==> config.mk <==
export PLATFORM = sky130hd
export DESIGN_NAME = led_display_frame_scanner_flat
export DESIGN_NICKNAME = d
export VERILOG_FILES = /design/src/rtl/led_display_pkg.sv /design/src/rtl/led_display_frame_scanner_if.sv /design/src/rtl/led_display_scan_counter.sv /design/src/rtl/led_display_frame_scanner.sv /design/src/flat_wrapper.sv
export SDC_FILE = /design/constraint.sdc
export NUM_CORES = 1
export LEC_CHECK = 0
export BUFFER_PORTS_ARGS = -buffer_cell sky130_fd_sc_hd__buf_2
export CAP_MARGIN = 20
export CORE_MARGIN = 2
export CORE_UTILIZATION = 27
export DETAILED_ROUTE_END_ITERATION = 8
export PLACE_DENSITY_LB_ADDON = 0.08
export RECOVER_POWER = 25
export SETUP_SLACK_MARGIN = 0.05
export SYNTH_ARGS = -nofsm -noshare
export SYNTH_HDL_FRONTEND = slang
export SYNTH_SLANG_ARGS = --single-unit
export TNS_END_PERCENT = 1
==> constraint.sdc <==
create_clock -name clk_in -period 3.1 [get_ports clk_in]
set_input_delay 0.31 -clock clk_in [delete_from_list [all_inputs] [get_ports clk_in]]
set_output_delay 0.31 -clock clk_in [all_outputs]
set_load 0.01 [all_outputs]
==> src/rtl/led_display_pkg.sv <==
// Shared types for the LED panel frame scanner:
// FSM states, pixel struct, plane slicing and gamma table.
package led_display_pkg;

  localparam int COLOUR_BITS = 4;
  localparam int PLANE_W     = $clog2(COLOUR_BITS);

  typedef enum logic [2:0] {
    IDLE,
    RD_TOP,
    RD_BOT,
    CAPT,
    PRESENT,
    WAIT_ROW
  } scanner_state_t;

  typedef struct packed {
    logic [COLOUR_BITS-1:0] r;
    logic [COLOUR_BITS-1:0] g;
    logic [COLOUR_BITS-1:0] b;
  } rgb_pixel_t;

  // gamma 2.2, round to nearest; index 0 is the rightmost entry
  localparam logic [15:0][3:0] GAMMA_LUT = {
    4'd15, 4'd13, 4'd11, 4'd9,
    4'd8,  4'd6,  4'd5,  4'd4,
    4'd3,  4'd2,  4'd1,  4'd1,
    4'd0,  4'd0,  4'd0,  4'd0
  };

  function automatic logic [2:0] plane_bits(
    rgb_pixel_t px,
    logic [PLANE_W-1:0] plane
  );
    return {px.r[plane], px.g[plane], px.b[plane]};
  endfunction

  function automatic rgb_pixel_t gamma_px(rgb_pixel_t px);
    rgb_pixel_t o;
    o.r = GAMMA_LUT[px.r];
    o.g = GAMMA_LUT[px.g];
    o.b = GAMMA_LUT[px.b];
    return o;
  endfunction

endpackage

==> src/rtl/led_display_frame_scanner_if.sv <==
// Pixel-pair stream from the frame scanner to the driver phy.
// Valid/ready handshake; payload held while valid && !ready.
interface led_display_frame_scanner_if;

  logic       pix_valid;
  logic       pix_ready;
  logic [2:0] pix_top;
  logic [2:0] pix_bot;
  logic       pix_last;

  modport master (
    output pix_valid, pix_top, pix_bot, pix_last,
    input  pix_ready
  );

  modport slave (
    input  pix_valid, pix_top, pix_bot, pix_last,
    output pix_ready
  );

endinterface

==> src/rtl/led_display_scan_counter.sv <==
// Nested col / plane / row counters for the frame scanner.
// col steps per pixel; plane then row step per finished row-plane.
module led_display_scan_counter #(
  parameter int NUM_COLS   = 64,
  parameter int NUM_ROWS   = 16,
  parameter int NUM_PLANES = 4,
  localparam int CW = $clog2(NUM_COLS),
  localparam int RW = $clog2(NUM_ROWS),
  localparam int PW = $clog2(NUM_PLANES)
) (
  input  logic          clk_in,
  input  logic          reset_in,
  input  logic          clear_i,
  input  logic          col_step_i,
  input  logic          rp_step_i,
  output logic [CW-1:0] col_o,
  output logic [PW-1:0] plane_o,
  output logic [RW-1:0] row_o,
  output logic          col_last_o
);

  logic [CW-1:0] col_q, col_d;
  logic [PW-1:0] plane_q, plane_d;
  logic [RW-1:0] row_q, row_d;
  logic          col_last, plane_last, row_last;

  assign col_last   = col_q == CW'(NUM_COLS - 1);
  assign plane_last = plane_q == PW'(NUM_PLANES - 1);
  assign row_last   = row_q == RW'(NUM_ROWS - 1);

  always_comb begin
    col_d   = col_q;
    plane_d = plane_q;
    row_d   = row_q;
    if (clear_i) begin
      col_d   = '0;
      plane_d = '0;
      row_d   = '0;
    end else begin
      if (col_step_i)
        col_d = col_last ? '0 : col_q + 1'b1;
      if (rp_step_i) begin
        plane_d = plane_last ? '0 : plane_q + 1'b1;
        if (plane_last)
          row_d = row_last ? '0 : row_q + 1'b1;
      end
    end
  end

  always_ff @(posedge clk_in) begin
    if (reset_in) begin
      col_q   <= '0;
      plane_q <= '0;
      row_q   <= '0;
    end else begin
      col_q   <= col_d;
      plane_q <= plane_d;
      row_q   <= row_d;
    end
  end

  assign col_o      = col_q;
  assign plane_o    = plane_q;
  assign row_o      = row_q;
  assign col_last_o = col_last;

endmodule

==> src/rtl/led_display_frame_scanner.sv <==
// Frame buffer -> BCM bit-plane pixel-pair streamer for the LED phy.
// Define LED_SCAN_GAMMA_EN to pass channels through the gamma LUT.
module led_display_frame_scanner
  import led_display_pkg::*;
#(
  parameter int NUM_ROW_PIXELS = 32,
  parameter int NUM_COL_PIXELS = 64,
  parameter int COLOUR_DEPTH   = COLOUR_BITS,
  localparam int AW = $clog2(NUM_ROW_PIXELS * NUM_COL_PIXELS),
  localparam int RW = $clog2(NUM_ROW_PIXELS / 2),
  localparam int CW = $clog2(NUM_COL_PIXELS),
  localparam int PW = $clog2(COLOUR_DEPTH)
) (
  input  logic                      clk_in,
  input  logic                      reset_in,
  input  logic                      enable_in,
  output logic                      fb_rd_en_out,
  output logic [AW-1:0]             fb_addr_out,
  input  logic [3*COLOUR_DEPTH-1:0] fb_data_in,
  led_display_frame_scanner_if.master pix,
  output logic [RW-1:0]             row_addr_out,
  output logic [PW-1:0]             plane_out,
  output logic                      frame_start_out,
  input  logic                      row_done_in,
  output logic                      busy_out
);

  scanner_state_t state_q, state_d;
  rgb_pixel_t     top_q, top_d;
  logic [2:0]     ptop_q, ptop_d, pbot_q, pbot_d;
  logic           valid_q, valid_d;
  logic           last_q, last_d;
  logic           fs_q, fs_d;

  logic          clear, col_step, rp_step, accept;
  logic [CW-1:0] col;
  logic [RW-1:0] row;
  logic [PW-1:0] plane;
  logic          col_last;
  logic [AW-1:0] row_ext, col_ext, top_addr, bot_addr;

  function automatic rgb_pixel_t map_px(rgb_pixel_t p);
`ifdef LED_SCAN_GAMMA_EN
    return gamma_px(p);
`else
    return p;
`endif
  endfunction

  led_display_scan_counter #(
    .NUM_COLS   (NUM_COL_PIXELS),
    .NUM_ROWS   (NUM_ROW_PIXELS / 2),
    .NUM_PLANES (COLOUR_DEPTH)
  ) u_cnt (
    .clk_in     (clk_in),
    .reset_in   (reset_in),
    .clear_i    (clear),
    .col_step_i (col_step),
    .rp_step_i  (rp_step),
    .col_o      (col),
    .plane_o    (plane),
    .row_o      (row),
    .col_last_o (col_last)
  );

  assign row_ext  = AW'(row);
  assign col_ext  = AW'(col);
  assign top_addr = row_ext * AW'(NUM_COL_PIXELS) + col_ext;
  assign bot_addr = (row_ext + AW'(NUM_ROW_PIXELS / 2))
                  * AW'(NUM_COL_PIXELS) + col_ext;

  assign accept = valid_q & pix.pix_ready;

  always_comb begin
    state_d  = state_q;
    top_d    = top_q;
    ptop_d   = ptop_q;
    pbot_d   = pbot_q;
    valid_d  = valid_q;
    last_d   = last_q;
    fs_d     = 1'b0;
    clear    = 1'b0;
    col_step = 1'b0;
    rp_step  = 1'b0;
    unique case (state_q)
      IDLE: begin
        clear = 1'b1;
        if (enable_in) state_d = RD_TOP;
      end
      RD_TOP: state_d = RD_BOT;
      RD_BOT: begin
        top_d   = rgb_pixel_t'(fb_data_in);
        state_d = CAPT;
      end
      CAPT: begin
        ptop_d  = plane_bits(map_px(top_q), plane);
        pbot_d  = plane_bits(
                    map_px(rgb_pixel_t'(fb_data_in)), plane);
        valid_d = 1'b1;
        last_d  = col_last;
        fs_d    = (row == '0) && (plane == '0)
               && (col == '0);
        state_d = PRESENT;
      end
      PRESENT: begin
        if (accept) begin
          valid_d  = 1'b0;
          col_step = 1'b1;
          state_d  = col_last ? WAIT_ROW : RD_TOP;
        end
      end
      WAIT_ROW: begin
        // enable is only honoured at a row-plane boundary
        if (row_done_in) begin
          rp_step = 1'b1;
          state_d = enable_in ? RD_TOP : IDLE;
        end
      end
      default: state_d = IDLE;
    endcase
  end

  always_ff @(posedge clk_in) begin
    if (reset_in) begin
      state_q <= IDLE;
      top_q   <= '0;
      ptop_q  <= '0;
      pbot_q  <= '0;
      valid_q <= 1'b0;
      last_q  <= 1'b0;
      fs_q    <= 1'b0;
    end else begin
      state_q <= state_d;
      top_q   <= top_d;
      ptop_q  <= ptop_d;
      pbot_q  <= pbot_d;
      valid_q <= valid_d;
      last_q  <= last_d;
      fs_q    <= fs_d;
    end
  end

  assign fb_rd_en_out = state_q inside {RD_TOP, RD_BOT};
  assign fb_addr_out  = (state_q == RD_TOP) ? top_addr :
                        (state_q == RD_BOT) ? bot_addr : '0;

  assign pix.pix_valid = valid_q;
  assign pix.pix_top   = ptop_q;
  assign pix.pix_bot   = pbot_q;
  assign pix.pix_last  = last_q;

  assign row_addr_out    = row;
  assign plane_out       = plane;
  assign frame_start_out = fs_q;
  assign busy_out        = state_q != IDLE;

endmodule
==> src/flat_wrapper.sv <==
// flat-port wrapper written by rule: the top's interface ports become plain ports
module led_display_frame_scanner_flat import led_display_pkg::*;
#(
  parameter int NUM_ROW_PIXELS = 32,
  parameter int NUM_COL_PIXELS = 64,
  parameter int COLOUR_DEPTH   = COLOUR_BITS,
  localparam int AW = $clog2(NUM_ROW_PIXELS * NUM_COL_PIXELS),
  localparam int RW = $clog2(NUM_ROW_PIXELS / 2),
  localparam int CW = $clog2(NUM_COL_PIXELS),
  localparam int PW = $clog2(COLOUR_DEPTH)
)
  (clk_in, reset_in, enable_in, fb_rd_en_out, fb_addr_out, fb_data_in, row_addr_out, plane_out, frame_start_out, row_done_in, busy_out, pix_pix_valid, pix_pix_top, pix_pix_bot, pix_pix_last, pix_pix_ready);
  led_display_frame_scanner_if pix_i ();
  input  logic clk_in;
  input  logic reset_in;
  input  logic enable_in;
  output logic fb_rd_en_out;
  output logic [AW-1:0] fb_addr_out;
  input  logic [3*COLOUR_DEPTH-1:0] fb_data_in;
  output logic [RW-1:0] row_addr_out;
  output logic [PW-1:0] plane_out;
  output logic frame_start_out;
  input  logic row_done_in;
  output logic busy_out;
  output wire logic [$bits(pix_i.pix_valid)-1:0] pix_pix_valid;
  output wire logic [$bits(pix_i.pix_top)-1:0] pix_pix_top;
  output wire logic [$bits(pix_i.pix_bot)-1:0] pix_pix_bot;
  output wire logic [$bits(pix_i.pix_last)-1:0] pix_pix_last;
  input wire logic [$bits(pix_i.pix_ready)-1:0] pix_pix_ready;
  assign pix_pix_valid = pix_i.pix_valid;
  assign pix_pix_top = pix_i.pix_top;
  assign pix_pix_bot = pix_i.pix_bot;
  assign pix_pix_last = pix_i.pix_last;
  assign pix_i.pix_ready = pix_pix_ready;
  led_display_frame_scanner #(.NUM_ROW_PIXELS(NUM_ROW_PIXELS), .NUM_COL_PIXELS(NUM_COL_PIXELS), .COLOUR_DEPTH(COLOUR_DEPTH)) u_core (.clk_in(clk_in), .reset_in(reset_in), .enable_in(enable_in), .fb_rd_en_out(fb_rd_en_out), .fb_addr_out(fb_addr_out), .fb_data_in(fb_data_in), .pix(pix_i), .row_addr_out(row_addr_out), .plane_out(plane_out), .frame_start_out(frame_start_out), .row_done_in(row_done_in), .busy_out(busy_out));
endmodule
==> flow_results.xml <==
<?xml version="1.0" encoding="UTF-8"?>
<metrics>
  <group name="status">
    <metric name="status" unit="">completed</metric>
  </group>
  <group name="sta">
    <metric name="worst_clock_skew" unit="ns">0.00816</metric>
    <metric name="final_clock_period_utilization_by_the_worst_path" unit="%">68.8</metric>
    <metric name="timing.fmax" unit="MHz">469</metric>
    <metric name="tightestPinTransition" unit="ns">0.603</metric>
    <metric name="grt_setup_unrepaired" unit="">no</metric>
    <metric name="timing_hold_violations_final" unit="">0</metric>
    <metric name="finalSetupViolations" unit="">0</metric>
    <metric name="layout_min_cycle_time" unit="ns">2.13</metric>
    <metric name="slew_headroom" unit="%">59.8</metric>
    <metric name="fin_ws" unit="ns">0.966</metric>
    <metric name="totalNegativeSetupSlack" unit="ns">0</metric>
    <metric name="timing.final.max_slew_violations" unit="">0</metric>
  </group>
  <group name="layout">
    <metric name="antenna_cells_inserted" unit="">0</metric>
    <metric name="post_route_cells_drive_above_1_share" unit="%">21.3</metric>
    <metric name="final-instance-count-excl-fill" unit="">331</metric>
    <metric name="final_cell_mix" unit="">nand2_1, dfxtp_1, a21oi_1, buf_2, clkbuf_1</metric>
    <metric name="layout.cells.most_common" unit="">nand2_1</metric>
    <metric name="area_delta_synth_final" unit="%">16.9</metric>
    <metric name="finish.net_count" unit="">277</metric>
  </group>
  <group name="min_path">
    <metric name="type_of_the_tightest_min_delay_check" unit="">primary input to flip-flop</metric>
    <metric name="min_from" unit="">fb_data_in[7]</metric>
    <metric name="worstHoldPathCells" unit="">3</metric>
  </group>
  <group name="die">
    <metric name="num_io_pins" unit="">45</metric>
    <metric name="die_width" unit="um">86.0</metric>
    <metric name="initial_core_util" unit="%">28.3</metric>
    <metric name="die_area" unit="um^2">7400</metric>
    <metric name="die_h" unit="um">86.0</metric>
    <metric name="floorplan.rows" unit="">29</metric>
    <metric name="design.core.area" unit="um^2">6420</metric>
  </group>
  <group name="placement">
    <metric name="portBuffers" unit="">44</metric>
    <metric name="placed_cells_incl_taps" unit="">324</metric>
    <metric name="hpwl_after_dpl" unit="mm">3.15</metric>
    <metric name="globalplace.congestion" unit="">0.744</metric>
    <metric name="pre_cts_slack" unit="ns">1.24</metric>
  </group>
  <group name="routing">
    <metric name="detailedRoute.firstPassIterationCount" unit="">4</metric>
    <metric name="drt_drc_violations_left" unit="">0</metric>
    <metric name="route.detailed.wl_per_inst" unit="um">13.2</metric>
    <metric name="detailedRoute.firstIterationViolations" unit="">34</metric>
    <metric name="ant_nets" unit="">0</metric>
    <metric name="total_wire_length_after_detailed_routing" unit="mm">4.38</metric>
    <metric name="routed_via_count_divided_by_cell_count" unit="">4.75</metric>
    <metric name="via_count" unit="">1572</metric>
  </group>
  <group name="clock_network">
    <metric name="cts.clk_slew.worst_paths" unit="ns">0.07</metric>
    <metric name="insertion_delay" unit="ns">0.29</metric>
    <metric name="cts_inserted_buffers" unit="">5</metric>
    <metric name="tritoncts" unit="">built</metric>
    <metric name="clkSinkCount" unit="">36</metric>
    <metric name="root_buffer" unit="">clkbuf_8</metric>
    <metric name="ctsHoldBuffers" unit="">0</metric>
    <metric name="cts_setup_buffers" unit="">0</metric>
    <metric name="cts.path.max_buffers" unit="">2</metric>
    <metric name="htree_num_levels" unit="">2</metric>
    <metric name="cts_resized" unit="">0</metric>
  </group>
  <group name="power_and_ir_drop">
    <metric name="clock_group_share_of_total_power" unit="%">29.2</metric>
    <metric name="power.net_switching" unit="W">0.000421</metric>
    <metric name="comb_power_share" unit="%">24.8</metric>
    <metric name="leakage" unit="nW">0.773</metric>
    <metric name="power_report.internal_total" unit="W">0.000825</metric>
    <metric name="swShare" unit="%">33.8</metric>
    <metric name="vdd.ir_drop.worst" unit="V">0.000199</metric>
    <metric name="seqPwrFrac" unit="%">46.0</metric>
    <metric name="powerDensity" unit="nW/um^2">586</metric>
  </group>
  <group name="worst_setup_path">
    <metric name="slowest_stage" unit="">dfxtp_1</metric>
    <metric name="timing.critical_path.from_type" unit="">flip-flop</metric>
    <metric name="reg2reg_from" unit="">u_core.state_q[2]$_SDFFE_PP0P_</metric>
    <metric name="arrival_time_at_the_worst_endpoint" unit="ns">1.82</metric>
    <metric name="cp_cell_sequence" unit="">nor2_1, nand2_1, inv_1, buf_2</metric>
    <metric name="worst_path_largest_cell_delay" unit="ns">0.57</metric>
    <metric name="worst_r2r_path_cells" unit="">4</metric>
    <metric name="cp.required" unit="ns">2.79</metric>
    <metric name="endpoint_class_of_the_critical_path" unit="">output port</metric>
    <metric name="criticalPathCategory" unit="">flip-flop to output port</metric>
    <metric name="timing.critical_path.fanout_max" unit="">15</metric>
    <metric name="crit_path_start" unit="">u_core.state_q[2]$_SDFFE_PP0P_</metric>
  </group>
  <group name="global_route">
    <metric name="grt_pass1_wl" unit="mm">7.02</metric>
    <metric name="grt_util_all_layers" unit="%">12.3</metric>
    <metric name="grt_antenna_before_repair" unit="">0</metric>
    <metric name="overflow_after_grt" unit="">0</metric>
    <metric name="grt_start_max_net_pins" unit="">26</metric>
    <metric name="first_global_vias" unit="">1403</metric>
  </group>
  <group name="logic_synthesis">
    <metric name="synth_top_family_by_area" unit="">simple AND/OR/NAND/NOR gates</metric>
    <metric name="synthesis.nets" unit="">241</metric>
    <metric name="synthMuxAreaShare" unit="%">7.44</metric>
    <metric name="synth_warnings" unit="">0</metric>
    <metric name="synth-compound-area-share" unit="%">11.9</metric>
    <metric name="synth.ff_latch_count" unit="">36</metric>
    <metric name="synth_cells" unit="">218</metric>
    <metric name="yosys.area_share.adder" unit="%">4.13</metric>
    <metric name="count_of_distinct_cell_types_in_the_synthesized_netlist" unit="">37</metric>
    <metric name="syn_area" unit="um^2">1820</metric>
    <metric name="synth_area_per_cell" unit="um^2">8.33</metric>
    <metric name="synth_simple_gate_area_share" unit="%">27.8</metric>
    <metric name="synth_xor_area_share" unit="%">1.93</metric>
    <metric name="synth-seq-area-share" unit="%">39.7</metric>
  </group>
  <group name="job">
    <metric name="maxCapViolCount" unit="">0</metric>
  </group>
</metrics>
per-layer routing:
metal  track usage (%)  routed length [um]  vias up
met3              3.95                 251        5
met2              18.9                1930       41
li1                  -                   -      811
met4              4.33                  61        0
met5                 0                   0        -
met1              16.2                2140      715
power groups by stage:
stage	clock (W)	combinational (W)	sequential [W]
detailed placement	0	0.000315	0.000584
floorplan	0	0.000271	0.000545
CTS	0.000377	0.000316	0.000573
finish	0.000364	0.000309	0.000573
global placement	0	0.000316	0.000582
global route	0.000398	0.000350	0.000582
worst max-delay path, delay by kind of cell (launching register included):
| family | cells | cell delay [ns] |
|---|---|---|
| buf+inv | 2 | 0.53 |
| simple gates | 2 | 0.43 |
| flops | 1 | 0.57 |
flip-flops by register name (all words and copies together), names as in the netlist:
signal and flops:
u_core.frame_start_out 1, u_core.state_q 3, u_core.pix.pix_bot 3, u_core.u_cnt.plane_o 2
u_core.top_q 12, u_core.pix.pix_valid 1, u_core.pix.pix_last 1, u_core.u_cnt.row_o 4
u_core.pix.pix_top 3, u_core.u_cnt.col_o 6
through the flow:
step           cell area (um^2)  power (W)  hold WS [ns]  utilization (%)
6_report                   2120    0.00125         0.265             33.1
5_1_grt                    2120    0.00133         0.262             33.1
4_1_cts                    2140    0.00127         0.260             33.3
3_5_place_dp               2040   0.000899         0.448             31.8
3_3_place_gp               2040   0.000898         0.443             31.8
2_1_floorplan              1820   0.000816         0.433                -
worst paths after layout:
path / end / slack, ns
setup / recovery: fb_addr_out[10] / 0.97
hold / removal: u_core.top_q[7]$_SDFFE_PP0P_ / 0.26
setup reg to reg: u_core.u_cnt.col_o[5]$_SDFFE_PP0P_ / 1.29
hold reg to reg: u_core.top_q[9]$_SDFFE_PP0P_ / 0.45
cell usage after synthesis:
| library cell | number | area share (%) |
|---|---|---|
| nand2_1 | 53 | 11 |
| dfxtp_1 | 36 | 40 |
| a21oi_1 | 31 | 8.5 |
| nor2_1 | 10 | 2.1 |
| inv_1 | 9 | 1.9 |
| clkbuf_1 | 7 | 1.4 |
| nor3_1 | 7 | 1.9 |
| and2_1 | 6 | 2.1 |
| ha_1 | 6 | 4.1 |
| mux4_2 | 6 | 7.4 |
| buf_4 | 5 | 2.1 |
| nand3_1 | 5 | 1.4 |
| o21ai_0 | 4 | 1.1 |
| or3_2 | 3 | 1.2 |
| xor2_1 | 3 | 1.4 |
| buf_2 | 2 | 0.55 |
| nand4_1 | 2 | 0.69 |
| nand4b_1 | 2 | 0.96 |
| nor4_1 | 2 | 0.69 |
| or3_1 | 2 | 0.69 |
| a211oi_1 | 1 | 0.41 |
| a21boi_0 | 1 | 0.41 |
| a21o_1 | 1 | 0.41 |
| a2bb2oi_1 | 1 | 0.48 |
| a311o_1 | 1 | 0.55 |
| and3_1 | 1 | 0.34 |
| and4b_2 | 1 | 0.62 |
| buf_6 | 1 | 0.62 |
| clkdlybuf4s50_2 | 1 | 0.62 |
| nand3_4 | 1 | 0.96 |
| nand3b_1 | 1 | 0.41 |
| nor3b_4 | 1 | 1.0 |
| or2_2 | 1 | 0.34 |
| or2b_2 | 1 | 0.48 |
| or3b_2 | 1 | 0.48 |
| or4_1 | 1 | 0.41 |
| xnor2_1 | 1 | 0.48 |
area by class of cell:
class / count / area, um^2
Tap cell: 77 / 96.3
Clock buffer: 7 / 96.3
Inverter: 9 / 33.8
Fill cell: 682 / 4300
Timing Repair Buffer: 45 / 211
Multi-Input combinational cell: 157 / 966
Sequential cell: 36 / 721
cells by family after synthesis:
family          after synthesis
compound gates               40
mux                           6
buf+inv                      25
flops                        36
fa+ha+maj                     6
xor+xnor                      4
simple gates                101
(Power assumes the default switching activity.)
